--- src/rtl/fall_detect_pkg.sv ---
// fall_detect_pkg: state encodings and default thresholds for the fall detection chain.
package fall_detect_pkg;

    localparam int STATE_W = 3;

    typedef enum logic [STATE_W-1:0] {
        IDLE        = 3'd0,
        FREEFALL    = 3'd1,
        WAIT_IMPACT = 3'd2,
        POST_IMPACT = 3'd3,
        ALARM       = 3'd4
    } state_t;

    // Raw LSB values for a +/-4 g sensor, 1 g = 8192
    localparam logic [15:0] FF_THRESH_DEF     = 16'd3277;
    localparam logic [15:0] IMPACT_THRESH_DEF = 16'd20480;
    localparam logic [15:0] STILL_LO_DEF      = 16'd6554;
    localparam logic [15:0] STILL_HI_DEF      = 16'd9830;
    localparam logic [15:0] ONE_G             = 16'd8192;

    function automatic logic in_band(input logic [15:0] m, input logic [15:0] lo, input logic [15:0] hi);
        return (m >= lo) && (m <= hi);
    endfunction

endpackage

--- src/rtl/fall_detect_fsm_sat_counter.sv ---
// sat_counter: up-counter that stops at max and clears synchronously, clear winning over increment.
module sat_counter #(
    parameter int W = 4
) (
    input  logic         clk,
    input  logic         reset_n,
    input  logic         inc,
    input  logic         clr,
    input  logic [W-1:0] max,
    output logic [W-1:0] count
);

    always_ff @(posedge clk or negedge reset_n) begin
        if (!reset_n)
            count <= '0;
        else if (clr)
            count <= '0;
        else if (inc && count < max)
            count <= count + 1'b1;
    end

endmodule

--- src/rtl/fall_detect_fsm.sv ---
// fall_detect_fsm: free-fall / impact / stillness signature detector on the |a| sample stream.
module fall_detect_fsm
    import fall_detect_pkg::*;
#(
    parameter logic [15:0] FF_THRESH      = FF_THRESH_DEF,
    parameter logic [15:0] IMPACT_THRESH  = IMPACT_THRESH_DEF,
    parameter logic [15:0] STILL_LO       = STILL_LO_DEF,
    parameter logic [15:0] STILL_HI       = STILL_HI_DEF,
    parameter int unsigned FF_MIN_SAMPLES = 8,
    parameter int unsigned IMPACT_WINDOW  = 50,
    parameter int unsigned STILL_SAMPLES  = 100,
    parameter int unsigned POST_WINDOW    = 300
) (
    input  logic               clk,
    input  logic               reset_n,
    input  logic [15:0]        magnitude,
    input  logic               mag_valid,
    input  logic               clear_alarm,
    output logic               fall_detected,
    output logic               fall_flag,
    output logic [15:0]        peak_mag,
    output logic [STATE_W-1:0] state_dbg
);

    localparam int FW = $clog2(FF_MIN_SAMPLES + 1);
    localparam int WW = $clog2(IMPACT_WINDOW + 1);
    localparam int SW = $clog2(STILL_SAMPLES + 1);
    localparam int PW = $clog2(POST_WINDOW + 1);

    localparam logic [FW-1:0] FF_MAX     = FW'(FF_MIN_SAMPLES);
    localparam logic [WW-1:0] WIN_MAX    = WW'(IMPACT_WINDOW);
    localparam logic [SW-1:0] STILL_MAX  = SW'(STILL_SAMPLES);
    localparam logic [PW-1:0] POST_MAX   = PW'(POST_WINDOW);
    localparam logic [WW-1:0] WIN_LAST   = WW'(IMPACT_WINDOW - 1);
    localparam logic [SW-1:0] STILL_LAST = SW'(STILL_SAMPLES - 1);
    localparam logic [PW-1:0] POST_LAST  = PW'(POST_WINDOW - 1);

    state_t        state, state_nxt;
    logic [FW-1:0] ff_cnt;
    logic [WW-1:0] win_cnt;
    logic [SW-1:0] still_cnt;
    logic [PW-1:0] post_cnt;
    logic          low, impact, band, ff_ok;
    logic          ff_inc, win_inc, post_inc, clr_all;

    assign low     = magnitude < FF_THRESH;
    assign impact  = magnitude >= IMPACT_THRESH;
    assign band    = in_band(magnitude, STILL_LO, STILL_HI);
    assign ff_ok   = ff_cnt >= FF_MAX;
    assign clr_all = state_nxt == IDLE;

    // Terminal checks use the pre-increment count so a limit is acted on by the sample that reaches it
    always_comb begin
        state_nxt = state;
        ff_inc    = 1'b0;
        win_inc   = 1'b0;
        post_inc  = 1'b0;
        if (clear_alarm)
            state_nxt = IDLE;
        else if (mag_valid) begin
            case (state)
                IDLE: begin
                    ff_inc    = low;
                    state_nxt = low ? FREEFALL : IDLE;
                end
                FREEFALL: begin
                    ff_inc    = low;
                    win_inc   = !low && ff_ok && !impact;
                    state_nxt = low ? FREEFALL : !ff_ok ? IDLE : impact ? POST_IMPACT : WAIT_IMPACT;
                end
                WAIT_IMPACT: begin
                    win_inc   = !impact;
                    state_nxt = impact ? POST_IMPACT : (win_cnt == WIN_LAST) ? IDLE : WAIT_IMPACT;
                end
                POST_IMPACT: begin
                    post_inc  = 1'b1;
                    state_nxt = (band && still_cnt == STILL_LAST) ? ALARM :
                                (post_cnt == POST_LAST) ? IDLE : POST_IMPACT;
                end
                default: state_nxt = state;
            endcase
        end
    end

    always_ff @(posedge clk or negedge reset_n) begin
        if (!reset_n) begin
            state         <= IDLE;
            fall_detected <= 1'b0;
            peak_mag      <= '0;
        end else begin
            state         <= state_nxt;
            fall_detected <= state_nxt == ALARM && state != ALARM;
            if (mag_valid && !clear_alarm && state == POST_IMPACT)
                peak_mag <= (magnitude > peak_mag) ? magnitude : peak_mag;
            else if (state != POST_IMPACT && state_nxt == POST_IMPACT)
                peak_mag <= magnitude;
        end
    end

    assign fall_flag = state == ALARM;
    assign state_dbg = state;

    sat_counter #(.W(FW)) u_ff (
        .clk(clk), .reset_n(reset_n), .inc(ff_inc), .clr(clr_all), .max(FF_MAX), .count(ff_cnt)
    );

    sat_counter #(.W(WW)) u_win (
        .clk(clk), .reset_n(reset_n), .inc(win_inc), .clr(clr_all), .max(WIN_MAX), .count(win_cnt)
    );

    // Any out-of-band sample restarts the stillness run
    sat_counter #(.W(SW)) u_still (
        .clk(clk), .reset_n(reset_n), .inc(post_inc && band), .clr(clr_all || (post_inc && !band)),
        .max(STILL_MAX), .count(still_cnt)
    );

    sat_counter #(.W(PW)) u_post (
        .clk(clk), .reset_n(reset_n), .inc(post_inc), .clr(clr_all), .max(POST_MAX), .count(post_cnt)
    );

endmodule

--- config.mk ---
export PLATFORM = sky130hd
export DESIGN_NAME = fall_detect_fsm
export DESIGN_NICKNAME = d
export VERILOG_FILES = /design/src/rtl/fall_detect_pkg.sv /design/src/rtl/fall_detect_fsm_sat_counter.sv /design/src/rtl/fall_detect_fsm.sv
export SDC_FILE = /design/constraint.sdc
export NUM_CORES = 1
export LEC_CHECK = 0
export BUFFER_PORTS_ARGS = -buffer_cell sky130_fd_sc_hd__clkbuf_2
export CORE_AREA = 2 2 84 86
export CTS_CLUSTER_SIZE = 40
export DETAILED_ROUTE_END_ITERATION = 7
export DIE_AREA = 0 0 86 88
export GPL_TIMING_DRIVEN = 0
export REMOVE_ABC_BUFFERS = 1
export SLEW_MARGIN = 20
export SYNTH_ARGS = -nofsm -noshare
export SYNTH_HDL_FRONTEND = slang
export SYNTH_SLANG_ARGS = --single-unit
--- constraint.sdc ---
create_clock -name clk -period 4 [get_ports clk]
set_input_delay 0.8 -clock clk [delete_from_list [all_inputs] [get_ports clk]]
set_output_delay 0.8 -clock clk [all_outputs]
set_load 0.01 [all_outputs]
Word level (Yosys, flattened, before mapping). Index checks and enable logic that the tools add are counted.

Register bits after elaboration: 46. Word-level logic and storage cells: 92. Bits of input ports: 20. Output and inout port bits: 21.

Multiplexer cells: 31. Equal/unequal tests: 12. $add $sub $neg: 4. Reductions and logical operators: 28. $lt $le $gt $ge: 10.

Operators with widths (count): 16-bit two-way mux (3); 9-bit two-way mux (2); 16-bit by 13-bit greater-or-equal comparator with 1-bit output (second input constant) (1); 16-bit by 15-bit greater-or-equal comparator with 1-bit output (second input constant) (1); 16-bit greater-than comparator (1); 16-bit by 14-bit less-or-equal comparator with 1-bit output (second input constant) (1); 16-bit by 12-bit less-than comparator with 1-bit output (second input constant) (1); 1-bit logical AND (14); 7-bit two-way mux (2); 6-bit two-way mux (2); 3-bit case mux with 4 select lines (1); 1-bit two-way mux (10); 2-bit two-way mux (5); 2-bit nonzero test (5); 9-bit by 1-bit adder with 9-bit output (second input constant) (1); 3-bit by 2-bit == test with 1-bit output (second input constant) (3); 9-bit == test (second input constant) (1); 9-bit less-than comparator (second input constant) (1); 3-bit two-way mux (3); 4-bit two-way mux (2); 7-bit by 1-bit adder with 7-bit output (second input constant) (1); 7-bit == test (second input constant) (1); 7-bit less-than comparator (second input constant) (1); 6-bit by 1-bit adder with 6-bit output (second input constant) (1); other kinds (16) (21).

Longest topological paths before layout.
Word-level depth: 11. Gate-level depth with buffers: 9.

Hierarchy. Synthesis repeated with hierarchy kept, for this count alone.

Cells, all modules: 476. Area total of the unflattened synthesis: 4038.9 um^2.

By module, submodules not included: fall_detect_fsm (area an instance 2006.9 um^2, instances 1, seq. area each 500.5 um^2, cells an instance 262); sat_counter at u_post (area an instance 721.9 um^2, instances 1, seq. area each 225.2 um^2, cells an instance 78); sat_counter at u_still (area an instance 580.6 um^2, instances 1, seq. area each 175.2 um^2, cells an instance 60); sat_counter at u_win (area an instance 457.9 um^2, instances 1, seq. area each 150.1 um^2, cells an instance 48); sat_counter at u_ff (area an instance 271.5 um^2, instances 1, seq. area each 100.1 um^2, cells an instance 28).

Worst setup path after synthesis. OpenSTA, ideal clock, no wires.

Kind: input-to-reg. From: input magnitude[11]. To: register u_ff.count[0]. Cell stages on the path: 8. Data arrival time: 2439 ps. Path buffers: 2. Path slack: 1442 ps. Path through: or4_4 -> a311oi_1 -> a41oi_1 -> o31ai_2 -> o311a_1 -> buf_6 -> buf_6 -> nor2_1.

Longest elaborated chain between the ends: 9. Elaborated cells on any way between the ends: 22. Classes of those cells: 4 x order compare; 13 x mux; 5 x reduce/logical.

Ends and longest elaborated chain: start: declaration (RTL line fall_detect_fsm.sv:16) `input logic [15:0] magnitude,`; 16-bit by 15-bit greater-or-equal comparator with 1-bit output (tied with other cells) (RTL line fall_detect_fsm.sv:47) `assign impact = magnitude >= IMPACT_THRESH;`; 1-bit two-way mux or 1-bit logical AND (tied branches) (RTL line fall_detect_fsm.sv:69, fall_detect_pkg.sv:22); 2-bit two-way mux or 1-bit logical AND (tied branches) (RTL line fall_detect_fsm.sv:69, fall_detect_fsm.sv:77); 2-bit two-way mux or 3-bit two-way mux (tied branches) (RTL line fall_detect_fsm.sv:69, fall_detect_fsm.sv:77); 3-bit case mux with 4 select lines (RTL line fall_detect_fsm.sv:61) `case (state)`; 3-bit two-way mux (RTL line fall_detect_fsm.sv:60) `else if (mag_valid) begin`; 3-bit two-way mux (RTL line fall_detect_fsm.sv:58) `if (clear_alarm)`; 3-bit zero test (RTL line fall_detect_fsm.sv:50) `assign clr_all = state_nxt == IDLE;`; 4-bit two-way mux or 2-bit nonzero test (tied branches); end signal: assignment (RTL line fall_detect_fsm_sat_counter.sv:19) `count <= count + 1'b1;`; end: declaration (RTL line fall_detect_fsm_sat_counter.sv:10) `output logic [W-1:0] count`.

Parallel ways exist; a longest one is shown, timed or not. A chain may end at the register's enable or synchronous reset.

Worst setup path in the final report.
From: input magnitude[12]. To: register peak_mag[4].

Longest elaborated chain between the ends: 11. Elaborated cells on any way between the ends: 21. Classes of those cells: 5 x order compare; 2 x eq/ne; 9 x mux; 5 x reduce/logical.

Ends and longest elaborated chain: 16-bit by 15-bit greater-or-equal comparator with 1-bit output (tied with other cells) (RTL line fall_detect_fsm.sv:47); 1-bit two-way mux or 1-bit logical AND (tied branches) (RTL line fall_detect_fsm.sv:69, fall_detect_pkg.sv:22); 2-bit two-way mux or 1-bit logical AND (tied branches) (RTL line fall_detect_fsm.sv:69, fall_detect_fsm.sv:77); 2-bit two-way mux or 3-bit two-way mux (tied branches) (RTL line fall_detect_fsm.sv:69, fall_detect_fsm.sv:77); 3-bit case mux with 4 select lines (RTL line fall_detect_fsm.sv:61); 3-bit two-way mux (RTL line fall_detect_fsm.sv:60); 3-bit two-way mux (RTL line fall_detect_fsm.sv:58); 3-bit by 2-bit == test with 1-bit output (RTL line fall_detect_fsm.sv:95) `else if (state != POST_IMPACT && state_nxt == POST_IMPACT)`; 1-bit logical AND (RTL line fall_detect_fsm.sv:95); 2-bit nonzero test (no source line); 2-bit AND reduction (no source line) *; end signal: assignment (RTL line fall_detect_fsm.sv:94) `peak_mag <= (magnitude > peak_mag) ? magnitude : peak_mag;`; end signal: assignment (RTL line fall_detect_fsm.sv:96) `peak_mag <= magnitude;`; end: declaration (RTL line fall_detect_fsm.sv:21) `output logic [15:0] peak_mag,`.

Every way passes the cells marked *; elsewhere a longest branch is shown, timed or not.

==> results.json <==
{
  "status": "finished clean",
  "cts_hold_buf": 0,
  "cts_root_buffer": "clkbuf_8",
  "synth_fa_ha_area_share_pct": 9.46,
  "drc": 0,
  "grt_antenna_before_repair": 0,
  "synth_top_cell_by_area": "dfrtp_1",
  "setup_slack_ns": 1.10,
  "wl_per_cell_um": 14.7,
  "synth-compound-area-share_pct": 14.8,
  "pwr-share-clk_pct": 25.3,
  "postRouteAntennaNets": 0,
  "place_ws_ns": 0.489,
  "grt_pass1_wl_mm": 10.7,
  "slowest_stage": "a21oi_2",
  "yosysSeqAreaShare_pct": 39.6,
  "clkSinkCount": 46,
  "grt_overflow": 0,
  "period_needed_ns": 2.90,
  "worst_r2r_endpoint": "peak_mag[4]",
  "synth_cells": 301,
  "synth.most_common_cell": "dfrtp_1",
  "avgSynthCellArea_um2": 9.67,
  "dieWidth_um": 86,
  "via_per_inst": 5.47,
  "final.setup.tns_ns": 0,
  "arrival_ns": 3.09,
  "internal_power_mw": 0.889,
  "cp-startpoint": "magnitude[12]",
  "synth-xor-area-share_pct": 5.12,
  "layout.nets": 384,
  "synth.top_cell.area_share_pct": 39.6,
  "finalHoldViolations": 0,
  "design.die.area_um2": 7570,
  "r2r_cells": 6,
  "r2r_slack_ns": 1.28,
  "layout-drive-gt1-share_pct": 22.7,
  "cts.clk_slew.worst_paths_ns": 0.08,
  "placedCellCount": 415,
  "netlist_area_um2": 2910,
  "fin_crit_sh_pct": 72.5,
  "synthArstFlopShare_pct": 100,
  "skew_ns": 0.00222,
  "grt_start_max_net_pins": 47,
  "dr.pass1.iters": 4,
  "final_cells": 423,
  "port_buffers": 40,
  "switching_power_mw": 0.427,
  "end_kind": "flop",
  "htreeDepth": 2,
  "cap_violations": 0,
  "cp_max_fo": 16,
  "slew_headroom_pct": 36.0,
  "crit_path_end": "peak_mag[4]",
  "ir_drop_uv": 248,
  "area_growth_pct": 12.3,
  "dr_total_vias": 2312,
  "cts_made_buffers": 5,
  "synth_edf_count": 0,
  "yosysWarnings": 0,
  "post_cts_buffers": 0,
  "fp.coreArea_um2": 6640,
  "gp_congestion": 0.806,
  "critical_path_class": "in2reg",
  "comb_power_share_pct": 30.4,
  "rsz0062_at_grt": "false",
  "fmax_mhz": 345,
  "antenna_cells": 0,
  "synthTopCellsByCount": "dfrtp_1, nor2_1, inv_1, nand2_1, ha_1",
  "dp_hpwl_mm": 4.55,
  "worst_slew_pin_slew_ns": 0.960,
  "clk_latency_ns": 0.30,
  "ys.flop_type": "dfrtp_1",
  "power.density_nw_per_um2": 402,
  "io_pins": 41,
  "synthSimpleGateAreaFrac_pct": 18.4,
  "rows": 30,
  "cts_tree": "done",
  "ctsLongestPathBuffers": 2,
  "synth_area_leaders": "dfrtp_1, ha_1, mux2_2",
  "hp-class": "in2async",
  "grtUsageTotal_pct": 17.8,
  "utilization_pct": 49.2,
  "required_ns": 4.19,
  "p_leak_nw": 1.49,
  "synth_top_family_by_area": "simple AND/OR/NAND/NOR gates",
  "routed_wl_mm": 6.22,
  "path_cells": "clkbuf_2 -> o21ai_0 -> a221o_1 -> nor3_1 -> nor2_1 -> a21oi_2 -> mux2_2",
  "start_kind": "input pin",
  "grt_pass1_vias": 2314,
  "max_stage_delay_ns": 0.73,
  "cts_resized": 0,
  "first_iter_violations": 113,
  "synth_cell_types": 54,
  "fp.dieH_um": 88,
  "ys_seq_elements": 46,
  "setup_viol": 0,
  "rr_startpoint": "state_dbg[0]",
  "power_frac_seq_pct": 44.3,
  "yosys-mux-area-fraction_pct": 7.22,
  "p_sw_share_pct": 32.4,
  "final_max_slew_viol_count": 0,
  "start_util_pct": 43.8
}
[cell families (layout without fill, tap and decap cells)]
| kind of cell | after synthesis | after routing |
|---|---|---|
| flops | 46 | 46 |
| simple gates | 104 | 104 |
| xor+xnor | 17 | 17 |
| fa+ha+maj | 22 | 22 |
| buf+inv | 33 | 75 |
| compound gates | 60 | 60 |
| mux | 19 | 19 |
[worst max-delay path: cells and delay by family]
family	cells	cell delay [ns]
AND/OR/NAND/NOR	2	0.36
buffers and inverters	1	0.15
AO/OA/AOI/OAI	3	1.34
multiplexers	1	0.42
[registers in the layout, indices dropped and copies added, names as in the netlist]
signal,count
peak_mag,16
u_post.count,9
u_still.count,7
u_win.count,6
u_ff.count,4
state_dbg,3
fall_detected,1
[placed cells by master, fill, tap and decap left out, drive strengths merged, types with 6 or more instances in the layout]
master / instances
a211oi: 9
clkbuf: 48
xor2: 9
nand4: 6
o21ai: 10
a21oi: 11
xnor2: 8
nor3: 13
nand2: 23
mux2: 16
inv: 27
dfrtp: 46
ha: 22
nand3: 6
nor2: 33
[cell type report]
type	instances	area [um2]
inverter	27	101
timing repair buffer	40	203
multi-input combinational	222	1600
fill	666	3370
clock buffer	8	110
sequential	46	1150
tap	80	100
[routing by layer]
metal  up-vias  wire length, um  GRT usage, %
met5         -                0             0
met4         0              123          6.64
li1       1165                -             -
met3        12              199          3.20
met2        32             2810          28.9
met1      1103             3090          23.7
[through the flow]
stage               power (mW)  hold slack, ns  instance area (um2)
floorplan                0.834           0.462                 2860
global placement         0.985           0.486                 3160
detailed placement       0.998           0.505                 3160
CTS                       1.33           0.524                 3270
global route              1.41           0.555                 3270
finish                    1.32           0.525                 3270
[worst min-delay path by stage]
stage / to / slack, ns
global placement: u_win.count[5] / 0.49
detailed placement: u_win.count[5] / 0.50
finish: peak_mag[10] / 0.53
global route: peak_mag[7] / 0.56
CTS: u_win.count[5] / 0.52
floorplan: u_win.count[5] / 0.46
[power by group through the flow]
stage | combinational [mW] | clock, mW | sequential [mW]
finish | 0.400 | 0.333 | 0.582
global route | 0.455 | 0.361 | 0.594
CTS | 0.406 | 0.343 | 0.583
detailed placement | 0.405 | 0 | 0.593
global placement | 0.395 | 0 | 0.589
floorplan | 0.218 | 0 | 0.616
Note: power is estimated with default switching activity, not from simulation.
